--- src/rtl/fetch_stage.sv ---
// fetch_stage: instruction fetch front end.
// Keeps a fetch PC and issues at most one instruction-memory request at a time.
// Fetched words go into a 2-entry {pc, instr} FIFO that feeds the decoder.
// A redirect from execute flushes the FIFO, reloads the PC and drops any
// response still in flight.
//
// Ports
//   clk, reset                       clock, synchronous active-high reset
//   redirect_valid, redirect_pc      taken branch/jump target from execute
//   imem_req_valid/ready/addr        request channel to instruction memory
//   imem_resp_valid/data             response channel from instruction memory
//   instr_valid/instr/instr_pc       FIFO head presented to the decoder
//   instr_ready                      decoder consumes the head this cycle
//
// state   | meaning
// S_REQ   | nothing outstanding, may issue a request
// S_WAIT  | request outstanding, response will be pushed to the FIFO
// S_DISCD | request outstanding, response will be dropped (stale after redirect)
module fetch_stage #(
  parameter logic [31:0] RESET_PC = 32'h0000_0000
) (
  input  logic        clk,
  input  logic        reset,
  input  logic        redirect_valid,
  input  logic [31:0] redirect_pc,
  output logic        imem_req_valid,
  input  logic        imem_req_ready,
  output logic [31:0] imem_req_addr,
  input  logic        imem_resp_valid,
  input  logic [31:0] imem_resp_data,
  output logic        instr_valid,
  output logic [31:0] instr,
  output logic [31:0] instr_pc,
  input  logic        instr_ready
);

  typedef enum logic [1:0] {
    S_REQ   = 2'd0,
    S_WAIT  = 2'd1,
    S_DISCD = 2'd2
  } state_t;

  state_t      state_q, state_d;
  logic [31:0] pc_q, pc_d;
  logic [31:0] issued_pc_q, issued_pc_d;
  logic [31:0] e0_pc_q, e0_pc_d, e0_ins_q, e0_ins_d;
  logic [31:0] e1_pc_q, e1_pc_d, e1_ins_q, e1_ins_d;
  logic [1:0]  count_q, count_d;

  logic        outstanding;
  logic [1:0]  occupancy;
  logic        req_hs;
  logic        push;
  logic        pop;

  assign outstanding = (state_q != S_REQ);
  assign occupancy   = count_q + {1'b0, outstanding};

  // Outputs are forced low while reset is held so the first reset cycle is
  // clean even before the flops have been cleared.
  assign imem_req_valid = !reset && (state_q == S_REQ) && (occupancy < 2'd2);
  assign imem_req_addr  = pc_q;
  assign instr_valid    = !reset && (count_q != 2'd0);
  assign instr          = reset ? 32'h0 : e0_ins_q;
  assign instr_pc       = reset ? 32'h0 : e0_pc_q;

  assign req_hs = imem_req_valid && imem_req_ready;
  // A response landing in the redirect cycle belongs to the old path.
  assign push   = (state_q == S_WAIT) && imem_resp_valid && !redirect_valid;
  assign pop    = instr_valid && instr_ready;

  always_comb begin
    state_d     = state_q;
    pc_d        = pc_q;
    issued_pc_d = issued_pc_q;
    e0_pc_d     = e0_pc_q;
    e0_ins_d    = e0_ins_q;
    e1_pc_d     = e1_pc_q;
    e1_ins_d    = e1_ins_q;
    count_d     = count_q;

    if (req_hs) begin
      pc_d        = pc_q + 32'd4;
      issued_pc_d = pc_q;
    end
    if (redirect_valid) begin
      pc_d = {redirect_pc[31:2], 2'b00};
    end

    unique case (state_q)
      S_REQ: begin
        if (req_hs) state_d = redirect_valid ? S_DISCD : S_WAIT;
      end
      S_WAIT: begin
        if (imem_resp_valid)     state_d = S_REQ;
        else if (redirect_valid) state_d = S_DISCD;
      end
      S_DISCD: begin
        if (imem_resp_valid) state_d = S_REQ;
      end
      default: state_d = S_REQ;
    endcase

    if (redirect_valid) begin
      count_d = 2'd0;
    end else begin
      unique case ({push, pop})
        2'b10: begin
          if (count_q == 2'd0) begin
            e0_pc_d  = issued_pc_q;
            e0_ins_d = imem_resp_data;
          end else begin
            e1_pc_d  = issued_pc_q;
            e1_ins_d = imem_resp_data;
          end
          count_d = count_q + 2'd1;
        end
        2'b01: begin
          e0_pc_d  = e1_pc_q;
          e0_ins_d = e1_ins_q;
          count_d  = count_q - 2'd1;
        end
        2'b11: begin
          // Head leaves, new word lands behind whatever remains.
          if (count_q == 2'd1) begin
            e0_pc_d  = issued_pc_q;
            e0_ins_d = imem_resp_data;
          end else begin
            e0_pc_d  = e1_pc_q;
            e0_ins_d = e1_ins_q;
            e1_pc_d  = issued_pc_q;
            e1_ins_d = imem_resp_data;
          end
        end
        default: ;
      endcase
    end
  end

  always_ff @(posedge clk) begin
    if (reset) begin
      state_q     <= S_REQ;
      pc_q        <= {RESET_PC[31:2], 2'b00};
      issued_pc_q <= 32'h0;
      e0_pc_q     <= 32'h0;
      e0_ins_q    <= 32'h0;
      e1_pc_q     <= 32'h0;
      e1_ins_q    <= 32'h0;
      count_q     <= 2'd0;
    end else begin
      state_q     <= state_d;
      pc_q        <= pc_d;
      issued_pc_q <= issued_pc_d;
      e0_pc_q     <= e0_pc_d;
      e0_ins_q    <= e0_ins_d;
      e1_pc_q     <= e1_pc_d;
      e1_ins_q    <= e1_ins_d;
      count_q     <= count_d;
    end
  end

endmodule
--- config.mk ---
export PLATFORM = sky130hd
export DESIGN_NAME = fetch_stage
export DESIGN_NICKNAME = d
export VERILOG_FILES = /design/src/rtl/fetch_stage.sv
export SDC_FILE = /design/constraint.sdc
export NUM_CORES = 1
export LEC_CHECK = 0
export BUFFER_PORTS_ARGS = -buffer_cell sky130_fd_sc_hd__clkbuf_2
export CORE_MARGIN = 8
export CORE_UTILIZATION = 35
export DETAILED_ROUTE_END_ITERATION = 16
export PLACE_DENSITY = 0.61
export SLEW_MARGIN = 20
export SYNTH_ARGS = -nofsm -noshare
export SYNTH_HDL_FRONTEND = slang
export SYNTH_SLANG_ARGS = --single-unit
export TNS_END_PERCENT = 30
--- constraint.sdc ---
create_clock -name clk -period 4.2 [get_ports clk]
set_input_delay 0.84 -clock clk [delete_from_list [all_inputs] [get_ports clk]]
set_output_delay 0.84 -clock clk [all_outputs]
set_load 0.005 [all_outputs]
==> run metrics, run 1 <==
outcome=complete, no violations; Peak VDD IR=204 µV; Starting DRT DRC Count=555; Post-synth EDFFs=0; Internal Power=2.77 mW; Max FO, Critical Path=89; top_reg_cell synth=dfxtp_1; Port Buffers=161; row cnt=56; Ports=168; Hold Vio Cnt, Final=0; TritonCTS clock tree=yes; slowest CP cell=buf_4; syn_area_per_cell=8.05 µm²; CTS Buffer Depth=2; crit path time final=2.85 ns; Net Sw Frac=0.257; top sig layer=met4; FMAX=351 MHz; CTS HTree Levels=4; delay-heaviest family, CP=buffers and inverters; P_sw=0.961 mW; first-pass GRT wire length=37.0 mm; cts hold-fix bufs=0; PostCTS Resize Cnt=0; Rel. slew slack=0.416; post-route ant nets=0; Total GRT Usage=0.157; Ys Warns=0; met3 routed WL=1.31 mm; Die X-Extent=170 µm; Clk network pwr share=0.432; Leak=3.52 nW; initial antenna violation count=0; Hold Path Origin=e1_pc_q[15]$_SDFFE_PP0P_; crit path kind=in -> out; GPL Wtd Cong=0.772; clock skew=0.0123 ns; CP Launch Point=reset; cts bufs inserted=17; largest net degree at the start of global routing=171; die area=28900 µm²; Initial Utilization=0.355; Detail Placement HPWL=14.9 mm; critical path required time=3.36 ns; Final Setup Violations=0; Max Slew Vio Count=0; post-synthesis sequential area ratio=0.454; Flop pwr share=0.502; Metal-1 WL=11.1 mm; Max stage delay on crit path=0.66 ns; Worst EP arrival=2.01 ns; nets=1213; aggregate global routing overflow=0; Worst Max-Slew Pin Slew=0.875 ns; RSZ-0062 raised after global routing=false; Hold Path Class=reg -> reg; Worst-Skew Late Latency=0.43 ns; number of global-route vias before repair=6967; WL per Instance=15.4 µm; Clock transition at path regs=0.07 ns; chip height=170 µm; Clock Sinks=188; worst hold slack=0.454 ns; # Post-CTS Setup Buffers=0; combinational power share=0.066; met2 WL post-DR=9.99 mm; final WL=22.7 mm; Cell Area, Synth=8300 µm²; Distinct cells, synth=47; Max Cap Viol=0; # DRC=0; layout cells sized above 1=0.187; vias=7424; FF+latch count, synth=188; vias per cell=5.05; Period Utilization, post-route=0.679; worst path bufs/invs=3; crit path cell chain=clkbuf_8, buf_4, nor2b_1, clkbuf_2; Core Area=23400 µm²; Post-Syn Instances=1031; R2R Path Start=state_q[1]$_SDFFE_PP0P_; root buffer cell=clkbuf_16; area delta synth->final=19.5%; Async SR Flop Fraction=0; pwr/cell area=376 nW/µm²; startpoint types=input port; crit end category=output pin; drt first pass iters=4; Setup Total Neg Slack=0 ns
area by class of cell:
class | instances | area, µm²
fill | 2467 | 13500
inverter | 16 | 60.1
antenna | 1 | 2.50
clock inverter | 15 | 166
multi-input combinational | 737 | 4110
tap | 319 | 399
timing repair buffer | 176 | 990
sequential | 188 | 3760
clock buffer | 17 | 425
cells by family (layout without fill, tap and decap cells):
group | after synthesis | count (layout) | share of synthesized area
and+or+nand+nor | 439 | 439 | 0.249
DFF | 188 | 188 | 0.454
xor gates and xnor gates | 12 | 12 | 0.0127
adders and majority gates | 7 | 7 | 0.0106
AOI/OAI and AO/OA | 275 | 275 | 0.220
buffers and inverters | 109 | 224 | 0.0532
other | 1 | 5 | 0.000452
layer usage:
layer / global-route usage / vias up
met2: 0.241 / 183
met3: 0.0389 / 20
met4: 0.0423 / 0
met1: 0.215 / 3367
li1: - / 3854
met5: 0 / -
synthesized netlist by cell type, types with 2 or more instances:
| library cell | instances | area (µm²) |
|---|---|---|
| a2111oi_0 | 4 | 35.0 |
| a211oi_1 | 75 | 563 |
| a21oi_1 | 97 | 485 |
| a22oi_1 | 67 | 503 |
| a311oi_1 | 9 | 78.8 |
| and2_1 | 3 | 18.8 |
| and3_1 | 2 | 12.5 |
| and4_1 | 10 | 87.6 |
| buf_1 | 4 | 15.0 |
| buf_2 | 2 | 10.0 |
| buf_4 | 4 | 30.0 |
| buf_6 | 2 | 22.5 |
| clkbuf_1 | 81 | 304 |
| dfxtp_1 | 188 | 3760 |
| ha_1 | 7 | 87.6 |
| inv_1 | 14 | 52.6 |
| nand2_1 | 200 | 751 |
| nand3_1 | 15 | 75.1 |
| nand4_1 | 11 | 68.8 |
| nor2_1 | 85 | 319 |
| nor2b_1 | 66 | 413 |
| nor3_1 | 9 | 45.0 |
| nor3b_1 | 7 | 52.6 |
| nor4_1 | 9 | 56.3 |
| o21ai_0 | 7 | 35.0 |
| o31ai_1 | 8 | 60.1 |
| or3_1 | 4 | 25.0 |
| or4_1 | 12 | 90.1 |
| xnor2_1 | 9 | 78.8 |
| xor2_1 | 3 | 26.3 |
worst paths after layout:
path                                                 endpoint  cells after the start  slack, ns
worst max-delay path                                instr[31]                      4       1.35
worst min-delay path                 e1_pc_q[15]$_SDFFE_PP0P_                      2       0.45
worst min register to register       e1_pc_q[15]$_SDFFE_PP0P_                      2       0.45
worst max register to register  imem_req_addr[3]$_SDFFE_PP0P_                      6       1.59
through the flow:
step                      instances  setup WS [ns]  total power [mW]  instance area [µm²]  utilization
after detailed placement       1436           1.03              2.17                 9330        0.398
after global placement         1436           1.08              2.16                 9330        0.398
after floorplan                1034          0.894              2.05                 8310            -
after global routing           1468           1.24              3.90                 9920        0.424
after CTS                      1468           1.31              3.79                 9920        0.424
final                          1469           1.35              3.73                 9920        0.424
worst min-delay path, stage by stage (launching register included):
cell	delay (ns)
dfxtp_1	0.31
nand2_1	0.05
a21oi_1	0.05
flip-flops by register name, summed over array words and instances (netlist names):
register and flops:
e1_ins_q 32, e0_pc_q 30, count_q 2, e0_ins_q 32, state_q 2, e1_pc_q 30
imem_req_addr 30, issued_pc_q 30
power groups by stage:
stage	Clock (mW)	Combinational [mW]	Sequential [mW]
finish	1.61	0.247	1.87
global route	1.74	0.278	1.88
CTS	1.66	0.251	1.87
detailed placement	0	0.250	1.92
global placement	0	0.248	1.91
floorplan	0	0.153	1.90
cells in the final DEF, fill, tap and decap left out, types with 4 or more instances in the layout:
master	instances
a2111oi_0	4
a211oi_1	75
a21oi_1	97
a22oi_1	67
a311oi_1	9
and4_1	10
buf_12	5
buf_4	10
clkbuf_16	17
clkbuf_2	160
conb_1	4
dfxtp_1	188
ha_1	7
inv_1	14
inv_6	7
nand2_1	199
nand3_1	15
nand4_1	11
nor2_1	85
nor2b_1	66
nor3_1	8
nor3b_1	7
nor4_1	9
o21ai_0	7
o31ai_1	8
or3_1	4
or4_1	12
xnor2_1	9
(Power assumes the default switching activity.)
==> inputs of run 2 (changes only) <==
--- a/config.mk
+++ b/config.mk
@@ -9,7 +9,7 @@
 export CORE_MARGIN = 8
 export CORE_UTILIZATION = 35
 export DETAILED_ROUTE_END_ITERATION = 16
-export PLACE_DENSITY = 0.61
+export PLACE_DENSITY = 0.63
 export SLEW_MARGIN = 20
 export SYNTH_ARGS = -nofsm -noshare
 export SYNTH_HDL_FRONTEND = slang
==> constraint.sdc (replaced) <==
create_clock -name clk -period 2.55 [get_ports clk]
set_input_delay 0.51 -clock clk [delete_from_list [all_inputs] [get_ports clk]]
set_output_delay 0.51 -clock clk [all_outputs]
set_load 0.005 [all_outputs]
==> run 2 against run 1 <==
Compared with the run above:
- global-route usage rose by 0.19 points
- clock skew fell by 0.00097 ns
- sequential share of layout area fell by 0.98 points
- sequential cell count did not move
- non-clock buffer count rose by 23
==> run metrics, run 2 (synthesis gave the netlist of run 1 again) <==
outcome=complete, no violations (unchanged); clock skew=0.0113 ns (was 0.0123 ns); Peak VDD IR=304 µV (was 204 µV); area delta synth->final=22.7% (was 19.5%); TritonCTS clock tree=yes (unchanged); Max Slew Vio Count=0 (unchanged); WL per Instance=16.0 µm (was 15.4 µm); Core Area=23400 µm² (unchanged); Rel. slew slack=0.389 (was 0.416); crit path time final=2.37 ns; layout cells sized above 1=0.204 (was 0.187); Period Utilization, post-route=0.930; FMAX=422 MHz; Hold Path Class=in -> reg (was reg -> reg); vias per cell=5.10 (was 5.05); post-route ant nets=0 (unchanged); cts bufs inserted=17 (unchanged); Clock Sinks=188 (unchanged); Hold Vio Cnt, Final=0 (unchanged); Leak=3.65 nW (was 3.52 nW); Max Cap Viol=0 (unchanged); met2 Usage GRT=0.237 (was 0.241); Starting DRT DRC Count=608 (was 555); slowest CP cell=dfxtp_1 (was buf_4); first-pass GRT wire length=37.5 mm (was 37.0 mm); # DRC=0 (unchanged); vias=7605 (was 7424); Max FO, Critical Path=22 (was 89); drt first pass iters=5 (was 4); Worst EP arrival=2.64 ns (was 2.01 ns); Setup WS post-layout=0.179 ns (was 1.35 ns); pwr/cell area=590 nW/µm² (was 376 nW/µm²); post-place setup slack=0.108 ns (was 1.03 ns); chip height=170 µm (unchanged); delay-heaviest family, CP=buffers and inverters (unchanged); Worst Max-Slew Pin Slew=0.916 ns (was 0.875 ns); most common cell after layout, fill and taps aside=nand2_1 (unchanged); gr busiest metal=met2 (unchanged); Total GRT Usage=0.159 (was 0.157); crit end category=flip-flop (was output pin); die area=28900 µm² (unchanged); Port Buffers=161 (unchanged); GR Layer Usage met3=0.0385 (was 0.0389); Fillers=2404 (was 2467); Final Setup Violations=0 (unchanged); aggregate global routing overflow=0 (unchanged); crit path kind=reg -> reg (was in -> out); root buffer cell=clkbuf_16 (unchanged); GPL Wtd Cong=0.804 (was 0.772); critical path required time=2.82 ns (was 3.36 ns); crit path cell chain=inv_1, ha_1, nor3b_2, buf_4, inv_1, ha_1, nor2b_1, nor3_4, buf_12, buf_4, clkbuf_16, a211oi_1 (was clkbuf_8, buf_4, nor2b_1, clkbuf_2); nets=1236 (was 1213); placed cells=1453 (was 1436); row cnt=56 (unchanged); number of global-route vias before repair=7136 (was 6967); post-placement cell area=9520 µm² (was 9330 µm²); Ant. Diodes=0 (was 1); largest net degree at the start of global routing=209 (was 171); Ports=168 (unchanged); most frequent cells in the layout=nand2_1, dfxtp_1, clkbuf_2 (unchanged); cts hold-fix bufs=0 (unchanged); final WL=23.9 mm (was 22.7 mm); Worst-Skew Late Latency=0.43 ns (about the same); Max stage delay on crit path=0.37 ns (was 0.66 ns); startpoint types=flip-flop (was input port); Clock transition at path regs=0.08 ns (was 0.07 ns); Detail Placement HPWL=15.4 mm (was 14.9 mm); CTS Buffer Depth=2 (unchanged); Die X-Extent=170 µm (unchanged); met1 GRT Util=0.222 (was 0.215); post-route cell area=10200 µm² (was 9920 µm²); initial antenna violation count=0 (unchanged); CTS HTree Levels=4 (unchanged); biggest regs=e0_ins_q: 32 flops, e1_ins_q: 32 flops (unchanged); final std cells w/o fill=1491 (was 1469); Initial Utilization=0.355 (unchanged); worst path bufs/invs=6 (was 3)
==> run 2: final timing paths <==
kind	cells past startpoint	slack (ns)	startpoint	endpoint
max	12	0.18	count_q[0]$_SDFFE_PP0P_	e0_pc_q[4]$_SDFFE_PP0P_
min	3	0.31	imem_resp_data[7]	e1_ins_q[7]$_SDFFE_PP0P_
max reg2reg	12	0.18	count_q[0]$_SDFFE_PP0P_	e0_pc_q[4]$_SDFFE_PP0P_
min reg2reg	2	0.45	e1_pc_q[28]$_SDFFE_PP0P_	e1_pc_q[28]$_SDFFE_PP0P_
==> run 2: routing by layer <==
layer  vias to the layer above  part of all wire
met2                       194              0.44
li1                       3870                 -
met3                        19             0.057
met5                         -                 0
met1                      3522              0.49
met4                         0             0.012
==> run 2: cell type report <==
class	count	area, µm²	share of cell area
repair buffers	199	1290	0.127
clock buffers	18	429	0.0421
clock inverters	14	113	0.0111
flip-flops and latches	188	3760	0.370
inverters	16	61.3	0.00602
multi-input cells	737	4120	0.405
well taps	319	399	0.0392
==> run 2: through the flow <==
stage	total power, mW	utilization	hold slack (ns)	TNS [ns]
floorplan	3.38	-	0.436	0
global placement	3.58	0.407	0.441	0
detailed placement	3.59	0.407	0.446	0
CTS	6.07	0.430	0.289	0
global route	6.26	0.435	0.288	-0.350
finish	6.01	0.435	0.306	0
==> run 2: power by group <==
group          internal (mW)  leakage (nW)  switching (mW)
Combinational          0.187          1.87           0.263
Sequential              3.00          1.52          0.0743
Clock                   1.27         0.256            1.22
Total                   4.45          3.65            1.55
==> run 2: worst reg2reg max path, cell delays in order, from the launching register on <==
cell and delay (ns):
dfxtp_1 0.37, inv_1 0.06, ha_1 0.25, nor3b_2 0.19, buf_4 0.16, inv_1 0.06, ha_1 0.22, nor2b_1 0.16
nor3_4 0.15, buf_12 0.17, buf_4 0.14, clkbuf_16 0.18, a211oi_1 0.09
==> run 2: repair_timing <==
| item | in CTS | in global routing |
|---|---|---|
| endpoints found under the setup margin | 0 | 123 |
| resized for setup | 0 | 3 |
| buffers inserted | 0 | 3 |
